--- src/rtl/game_io_pkg.sv ---
// Shared register-map offsets, CTRL bit positions and small helpers for the
// game I/O register block.
package game_io_pkg;

  localparam logic [2:0] OFF_STATUS = 3'd0;
  localparam logic [2:0] OFF_POS    = 3'd1;
  localparam logic [2:0] OFF_DOORS  = 3'd2;
  localparam logic [2:0] OFF_LIVES  = 3'd3;
  localparam logic [2:0] OFF_CTRL   = 3'd4;
  localparam logic [2:0] OFF_ROUND  = 3'd5;

  localparam int CTRL_CLR_STICKY = 0;
  localparam int CTRL_DEC_P1     = 1;
  localparam int CTRL_DEC_P2     = 2;

  typedef logic [1:0] lives_t;
  typedef logic [1:0] door_t;

  // {valid, idx}: valid only when exactly one bit is set
  function automatic logic [2:0] onehot_to_idx(input logic [3:0] v);
    case (v)
      4'b0001: onehot_to_idx = 3'b1_00;
      4'b0010: onehot_to_idx = 3'b1_01;
      4'b0100: onehot_to_idx = 3'b1_10;
      4'b1000: onehot_to_idx = 3'b1_11;
      default: onehot_to_idx = 3'b0_00;
    endcase
  endfunction

endpackage

--- src/rtl/switch_debouncer.sv ---
// Two-flop synchroniser followed by a stability counter; a value is accepted
// once CYCLES consecutive synchronised samples agree.
module switch_debouncer #(
  parameter int WIDTH  = 4,
  parameter int CYCLES = 16
) (
  input  logic             clk,
  input  logic             reset,
  input  logic [WIDTH-1:0] din,
  output logic [WIDTH-1:0] accepted_nxt,
  output logic [WIDTH-1:0] accepted
);

  localparam int CW = $clog2(CYCLES + 1);

  logic [WIDTH-1:0] s1_q, s2_q, cand_q, cand_d, acc_q, acc_d;
  logic [CW-1:0]    cnt_q, cnt_d;

  always_comb begin
    cand_d = cand_q;
    cnt_d  = cnt_q;
    if (s2_q == cand_q) begin
      if (cnt_q != CW'(CYCLES)) cnt_d = cnt_q + 1'b1;
    end else begin
      cand_d = s2_q;
      cnt_d  = CW'(1);
    end
    // accept on the same edge the CYCLES-th equal sample arrives
    acc_d = (cnt_d == CW'(CYCLES)) ? cand_d : acc_q;
  end

  always_ff @(posedge clk) begin
    if (!reset) begin
      s1_q   <= '0;
      s2_q   <= '0;
      cand_q <= '0;
      cnt_q  <= '0;
      acc_q  <= '0;
    end else begin
      s1_q   <= din;
      s2_q   <= s1_q;
      cand_q <= cand_d;
      cnt_q  <= cnt_d;
      acc_q  <= acc_d;
    end
  end

  assign accepted_nxt = acc_d;
  assign accepted     = acc_q;

endmodule

--- src/rtl/game_io_regs.sv ---
// Memory-mapped game-state registers, switch debouncing and round timer.
// Optional macro AUTO_JUDGE_EN: deduct a life from wrong/invalid players on time_up rise.
module game_io_regs
  import game_io_pkg::*;
#(
  parameter logic [31:0] BASE_ADDR       = 32'h0000_0400,
  parameter int          DEBOUNCE_CYCLES = 16,
  parameter int          MAX_LIVES       = 3
) (
  input  logic        clk,
  input  logic        reset,
  input  logic [31:0] addr,
  input  logic [31:0] wdata,
  input  logic        we,
  output logic [31:0] rdata,
  input  logic [3:0]  sw_p1,
  input  logic [3:0]  sw_p2,
  input  logic        time_up,
  output logic [1:0]  pos_j1,
  output logic [1:0]  pos_j2,
  output logic [1:0]  correct_door_1,
  output logic [1:0]  correct_door_2,
  output logic [1:0]  p1_lives,
  output logic [1:0]  p2_lives,
  output logic        round_irq
);

  localparam lives_t MAX_L = lives_t'(MAX_LIVES);

  function automatic lives_t sat_lives(input logic [1:0] v);
    sat_lives = (v > MAX_L) ? MAX_L : v;
  endfunction

  logic [3:0] acc1_nxt, acc1, acc2_nxt, acc2;

  switch_debouncer #(.WIDTH(4), .CYCLES(DEBOUNCE_CYCLES)) u_db_p1 (
    .clk(clk), .reset(reset), .din(sw_p1), .accepted_nxt(acc1_nxt), .accepted(acc1));
  switch_debouncer #(.WIDTH(4), .CYCLES(DEBOUNCE_CYCLES)) u_db_p2 (
    .clk(clk), .reset(reset), .din(sw_p2), .accepted_nxt(acc2_nxt), .accepted(acc2));

  logic [31:0] rdata_q, rdata_d;
  door_t       pos_j1_q, pos_j1_d, pos_j2_q, pos_j2_d;
  logic        p1_valid_q, p1_valid_d, p2_valid_q, p2_valid_d;
  logic [3:0]  doors_q, doors_d;
  lives_t      p1_lives_q, p1_lives_d, p2_lives_q, p2_lives_d;
  logic        sticky_q, sticky_d;
  logic [7:0]  round_q, round_d;
  logic        round_irq_q, round_irq_d;
  logic        time_up_q;

  logic       hit, wr, ctrl_wr, rise, dec1, dec2;
  logic [2:0] off, j1, j2;
  logic       unused_bits;

  assign unused_bits = ^{addr[1:0], wdata[31:4]};

  always_comb begin
    hit     = (addr[31:5] == BASE_ADDR[31:5]);
    off     = addr[4:2];
    wr      = we & hit;
    ctrl_wr = wr && (off == OFF_CTRL);
    rise    = time_up & ~time_up_q;

    j1         = onehot_to_idx(acc1_nxt);
    j2         = onehot_to_idx(acc2_nxt);
    p1_valid_d = j1[2];
    p2_valid_d = j2[2];
    pos_j1_d   = j1[2] ? j1[1:0] : pos_j1_q;
    pos_j2_d   = j2[2] ? j2[1:0] : pos_j2_q;

    doors_d     = (wr && off == OFF_DOORS) ? wdata[3:0] : doors_q;
    // a same-cycle rise beats the clear
    sticky_d    = rise | (sticky_q & ~(ctrl_wr & wdata[CTRL_CLR_STICKY]));
    round_d     = round_q + {7'd0, rise};
    round_irq_d = rise;

    dec1 = ctrl_wr & wdata[CTRL_DEC_P1];
    dec2 = ctrl_wr & wdata[CTRL_DEC_P2];
`ifdef AUTO_JUDGE_EN
    if (rise) begin
      dec1 = dec1 | ~p1_valid_q | (pos_j1_q != doors_q[1:0]);
      dec2 = dec2 | ~p2_valid_q | (pos_j2_q != doors_q[3:2]);
    end
`endif
    p1_lives_d = p1_lives_q;
    p2_lives_d = p2_lives_q;
    if (wr && off == OFF_LIVES) begin
      p1_lives_d = sat_lives(wdata[1:0]);
      p2_lives_d = sat_lives(wdata[3:2]);
    end else begin
      if (dec1 && p1_lives_q != '0) p1_lives_d = p1_lives_q - lives_t'(1);
      if (dec2 && p2_lives_q != '0) p2_lives_d = p2_lives_q - lives_t'(1);
    end

    rdata_d = '0;
    if (hit) begin
      case (off)
        OFF_STATUS: rdata_d = {29'd0, p2_valid_q, p1_valid_q, sticky_q};
        OFF_POS:    rdata_d = {20'd0, acc2, acc1, pos_j2_q, pos_j1_q};
        OFF_DOORS:  rdata_d = {28'd0, doors_q};
        OFF_LIVES:  rdata_d = {28'd0, p2_lives_q, p1_lives_q};
        OFF_ROUND:  rdata_d = {24'd0, round_q};
        default:    rdata_d = '0;
      endcase
    end
  end

  always_ff @(posedge clk) begin
    if (!reset) begin
      rdata_q     <= '0;
      pos_j1_q    <= '0;
      pos_j2_q    <= '0;
      p1_valid_q  <= 1'b0;
      p2_valid_q  <= 1'b0;
      doors_q     <= '0;
      p1_lives_q  <= MAX_L;
      p2_lives_q  <= MAX_L;
      sticky_q    <= 1'b0;
      round_q     <= '0;
      round_irq_q <= 1'b0;
      time_up_q   <= 1'b0;
    end else begin
      rdata_q     <= rdata_d;
      pos_j1_q    <= pos_j1_d;
      pos_j2_q    <= pos_j2_d;
      p1_valid_q  <= p1_valid_d;
      p2_valid_q  <= p2_valid_d;
      doors_q     <= doors_d;
      p1_lives_q  <= p1_lives_d;
      p2_lives_q  <= p2_lives_d;
      sticky_q    <= sticky_d;
      round_q     <= round_d;
      round_irq_q <= round_irq_d;
      time_up_q   <= time_up;
    end
  end

  assign rdata          = rdata_q;
  assign pos_j1         = pos_j1_q;
  assign pos_j2         = pos_j2_q;
  assign correct_door_1 = doors_q[1:0];
  assign correct_door_2 = doors_q[3:2];
  assign p1_lives       = p1_lives_q;
  assign p2_lives       = p2_lives_q;
  assign round_irq      = round_irq_q;

endmodule

--- config.mk ---
export PLATFORM = sky130hd
export DESIGN_NAME = game_io_regs
export DESIGN_NICKNAME = d
export VERILOG_FILES = /design/src/rtl/game_io_pkg.sv /design/src/rtl/switch_debouncer.sv /design/src/rtl/game_io_regs.sv
export SDC_FILE = /design/constraint.sdc
export NUM_CORES = 1
export LEC_CHECK = 0
export CORE_ASPECT_RATIO = 1.25
export CORE_MARGIN = 1
export CORE_UTILIZATION = 50
export DETAILED_ROUTE_END_ITERATION = 8
export PLACE_DENSITY = 0.88
export SETUP_SLACK_MARGIN = 0.3
export SLEW_MARGIN = 40
export SYNTH_ARGS = -nofsm -noshare
export SYNTH_HDL_FRONTEND = slang
export SYNTH_SLANG_ARGS = --single-unit
--- constraint.sdc ---
create_clock -name clk -period 5.1 [get_ports clk]
set_clock_uncertainty 0.15 [all_clocks]
set_input_delay 1.02 -clock clk [delete_from_list [all_inputs] [get_ports clk]]
set_output_delay 1.02 -clock clk [all_outputs]
set_load 0.03 [all_outputs]
==> impl_metrics.py <==
metrics = {
    "global_routing": {
        "grt_antenna_before_repair": 0,
        "grt_pass1_vias": 2873,
        "grt_pass1_wl_um": 13100,
        "track_usage_pct": 21.1,
        "globalRoute.totalOverflow": 0,
        "grt_start_max_net_pins": 26,
    },
    "synth": {
        "post_synth_inst_count": 421,
        "ys.warnings.count": 0,
        "compound_cell_area_share_of_the_yosys_netlist_pct": 9.97,
        "top_area_cells_in_the_synthesized_netlist": "sky130_fd_sc_hd__dfxtp_1, sky130_fd_sc_hd__mux2i_1, sky130_fd_sc_hd__and2_1, sky130_fd_sc_hd__nor2_1, sky130_fd_sc_hd__buf_4",
        "synth.top_cells.by_count": "sky130_fd_sc_hd__dfxtp_1, sky130_fd_sc_hd__nor2_1, sky130_fd_sc_hd__and2_1, sky130_fd_sc_hd__clkbuf_1, sky130_fd_sc_hd__mux2i_1",
        "synth_top_cell_by_area": "sky130_fd_sc_hd__dfxtp_1",
        "largest_family_of_logic_cells_by_synthesized_area": "simple AND/OR/NAND/NOR gates",
        "syn_area_per_cell_um2": 9.15,
        "post_synth_instance_area_mm2": 0.00385,
        "synth_mux_area_share_pct": 7.21,
        "seq_total_area_yosys_pct": 41.0,
        "synthDominantCellAreaShare_pct": 41.0,
        "synthXorXnorAreaFrac_pct": 7.05,
        "post_synth_and_or_nand_nor_area_fraction_pct": 23.9,
        "post_synthesis_cell_type_count": 56,
        "synth-main-ff-cell": "sky130_fd_sc_hd__dfxtp_1",
        "yosys.area_share.adder_pct": 2.60,
        "synth-edff-count": 0,
        "asyncSetResetFlopFracSynth_pct": 0,
        "ys_seq_elements": 79,
        "yosys.cell_count.top_type": "sky130_fd_sc_hd__dfxtp_1",
    },
    "floorplanning": {
        "core-area_mm2": 0.00740,
        "fp-row-count": 35,
        "num_io_pins": 121,
        "die_h_um": 100,
        "floorplan.die_area_mm2": 0.00806,
        "die_w_um": 80.5,
        "starting_density_pct": 52.1,
    },
    "timing": {
        "fin_crit_ps": 3340,
        "worst_pin_slew_ps": 784,
        "maxClockFrequency_mhz": 299,
        "final.period_utilization_pct": 65.6,
        "timing.setup.tns_ps": 0,
        "finalHoldViolCount": 0,
        "unrepaired_setup_endpoints_after_global_routing": "no",
        "finalMaxSlewViolations": 0,
        "slew_headroom_pct": 47.6,
        "setup-violations-final": 0,
        "worst_hold_check_slack_ps": 287,
    },
    "setup_path": {
        "cp_data_arrival_time_ps": 3470,
        "crit_type": "in2reg",
        "critPathBufInv": 1,
        "critical_path_required_ps": 5220,
        "critPathSlowestCell": "sky130_fd_sc_hd__clkdlybuf4s50_1",
        "critPathLaunchType": "primary input",
        "cpLargestDelayFamily": "simple AND/OR/NAND/NOR gates",
        "maximum_single_stage_delay_on_the_critical_path_ps": 890,
        "worst_path_maximum_fanout": 16,
        "type_of_element_capturing_the_critical_path": "flip-flop",
        "crit_chain": "clkdlybuf4s50_1 -> or4bb_1 -> nor4_4 -> and4b_1 -> mux2_2 -> o211ai_1",
    },
    "clock_tree": {
        "clock_path_buffers": 2,
        "clkSlewWorstSetupHoldPaths_ps": 80,
        "clk-insertion-delay-late_ps": 350,
        "cts_made_buffers": 9,
        "tritoncts_num_sinks": 79,
        "clock-root-buffer": "sky130_fd_sc_hd__clkbuf_8",
        "tritoncts": "yes",
        "post-cts-setup-buffer-count": 0,
        "level_count_of_the_clock_h_tree": 3,
        "cts_hold_buf": 0,
        "post_cts_resized": 0,
    },
    "final_layout": {
        "final_layout_size_suffix_gt1_share_pct": 6.63,
        "fill_cells": 607,
        "areaGrowthSynthToFinish_pct": 23.3,
        "post_route_cell_area_mm2": 0.00475,
        "fin_cells": 575,
        "nets": 563,
        "n_antenna_cell": 0,
    },
    "placed_design": {
        "postPlaceCellArea_mm2": 0.00452,
        "number_of_cells_in_the_design_after_placement": 560,
        "detailedPlacementHpwl_um": 5650,
        "routabilityCongestion": 0.809,
        "port_buffers": 70,
    },
    "flow_run": {
        "cap_violations": 0,
    },
    "route": {
        "first_pass_iters": 4,
        "viasPerCell": 5.33,
        "detail-route-antenna-nets": 0,
        "detail_route.iter0.violations": 147,
        "routed_wl_um": 7750,
        "wl_per_cell_um": 13.5,
        "vias": 3064,
        "drcViolationCount": 0,
    },
    "status": {
        "status": "completed",
    },
    "pwr": {
        "totalPowerFinal_w": 0.00132,
        "cellPowerDensity_mw_per_mm2": 277,
        "leakage_nw": 1.89,
        "vdd_ir_drop_max_mv": 0.169,
    },
    "hold_path": {
        "min_delay_path_class": "reg2reg",
    },
}
per-layer routing:
metal	part of all wire (%)	wire, µm	global-route usage, %
met1	43	3350	25.4
met2	50	3880	35.7
met3	4.9	383	4.55
met4	1.9	144	9.62
met5	0	0	0
metrics by stage:
stage	setup WS, ps	util, %
floorplan	2170	-
global placement	1430	61.0
detailed placement	1410	61.0
CTS	1770	64.2
global route	1680	64.2
finish	1760	64.2
worst paths after layout:
kind | slack [ps] | endpoint | cells past startpoint | start
max | 1760 | p2_lives[1]$_SDFFE_PN1P_ | 6 | addr[4]
max reg2reg | 2580 | p2_valid_q$_SDFF_PN0_ | 7 | u_db_p2.cnt_q[0]$_SDFF_PN0_
min | 290 | u_db_p2.s2_q[1]$_SDFF_PN0_ | 1 | u_db_p2.s1_q[1]$_SDFF_PN0_
min reg2reg | 290 | u_db_p2.s2_q[1]$_SDFF_PN0_ | 1 | u_db_p2.s1_q[1]$_SDFF_PN0_
worst reg2reg max path: cells and delay by family (launching register included):
kind / cells / cell delay (ps)
buf+inv: 1 / 100
simple gates: 2 / 730
fa+ha+maj: 1 / 210
flops: 1 / 350
compound gates: 3 / 870
cell type report:
class                      count  area, µm²  share of cell area, %
multi-input combinational    298       2030                   42.7
sequential                    79       1580                   33.3
timing repair buffer          73        723                   15.2
clock buffer                   9        124                   2.61
tap                           92        115                   2.42
clock inverter                 6        110                   2.32
inverter                      18       67.6                   1.42
where the power goes:
part           leakage [nW]  switching, W  internal [W]
logic                  1.13     0.0000658     0.0000621
registers             0.643     0.0000122      0.000630
clock network         0.111      0.000227      0.000321
placed cells by master (no fill, tap or decap), types with 9 or more instances in the layout:
| cell | Yosys | routed |
|---|---|---|
| sky130_fd_sc_hd__a21oi_1 | 10 | 10 |
| sky130_fd_sc_hd__and2_1 | 30 | 30 |
| sky130_fd_sc_hd__clkbuf_8 | 0 | 9 |
| sky130_fd_sc_hd__clkdlybuf4s50_1 | 0 | 70 |
| sky130_fd_sc_hd__conb_1 | 1 | 20 |
| sky130_fd_sc_hd__dfxtp_1 | 79 | 79 |
| sky130_fd_sc_hd__inv_1 | 17 | 17 |
| sky130_fd_sc_hd__mux2i_1 | 21 | 21 |
| sky130_fd_sc_hd__nand2_1 | 15 | 15 |
| sky130_fd_sc_hd__nand3_1 | 14 | 14 |
| sky130_fd_sc_hd__nor2_1 | 41 | 41 |
| sky130_fd_sc_hd__o21ai_0 | 12 | 12 |
| sky130_fd_sc_hd__xnor2_1 | 17 | 17 |
| sky130_fd_sc_hd__xor2_1 | 14 | 14 |
cell families after synthesis:
logic type	after synthesis
compound gates	55
xor+xnor	31
fa+ha+maj	8
buf+inv	63
flops	79
mux	25
other cells	1
simple gates	159
sequential cells by signal (all words and copies together) (netlist names), 2 cells and up:
name              cells
u_db_p2.s1_q          4
u_db_p2.s2_q          4
u_db_p2.cand_q        4
p1_lives              2
p2_lives              2
u_db_p1.s1_q          4
u_db_p1.s2_q          4
u_db_p1.cand_q        4
pos_j1                2
pos_j2                2
doors_q               4
u_db_p1.accepted      4
u_db_p2.cnt_q         5
u_db_p2.accepted      4
round_q               8
rdata                12
u_db_p1.cnt_q         5
Note: power is estimated with default switching activity, not from simulation.
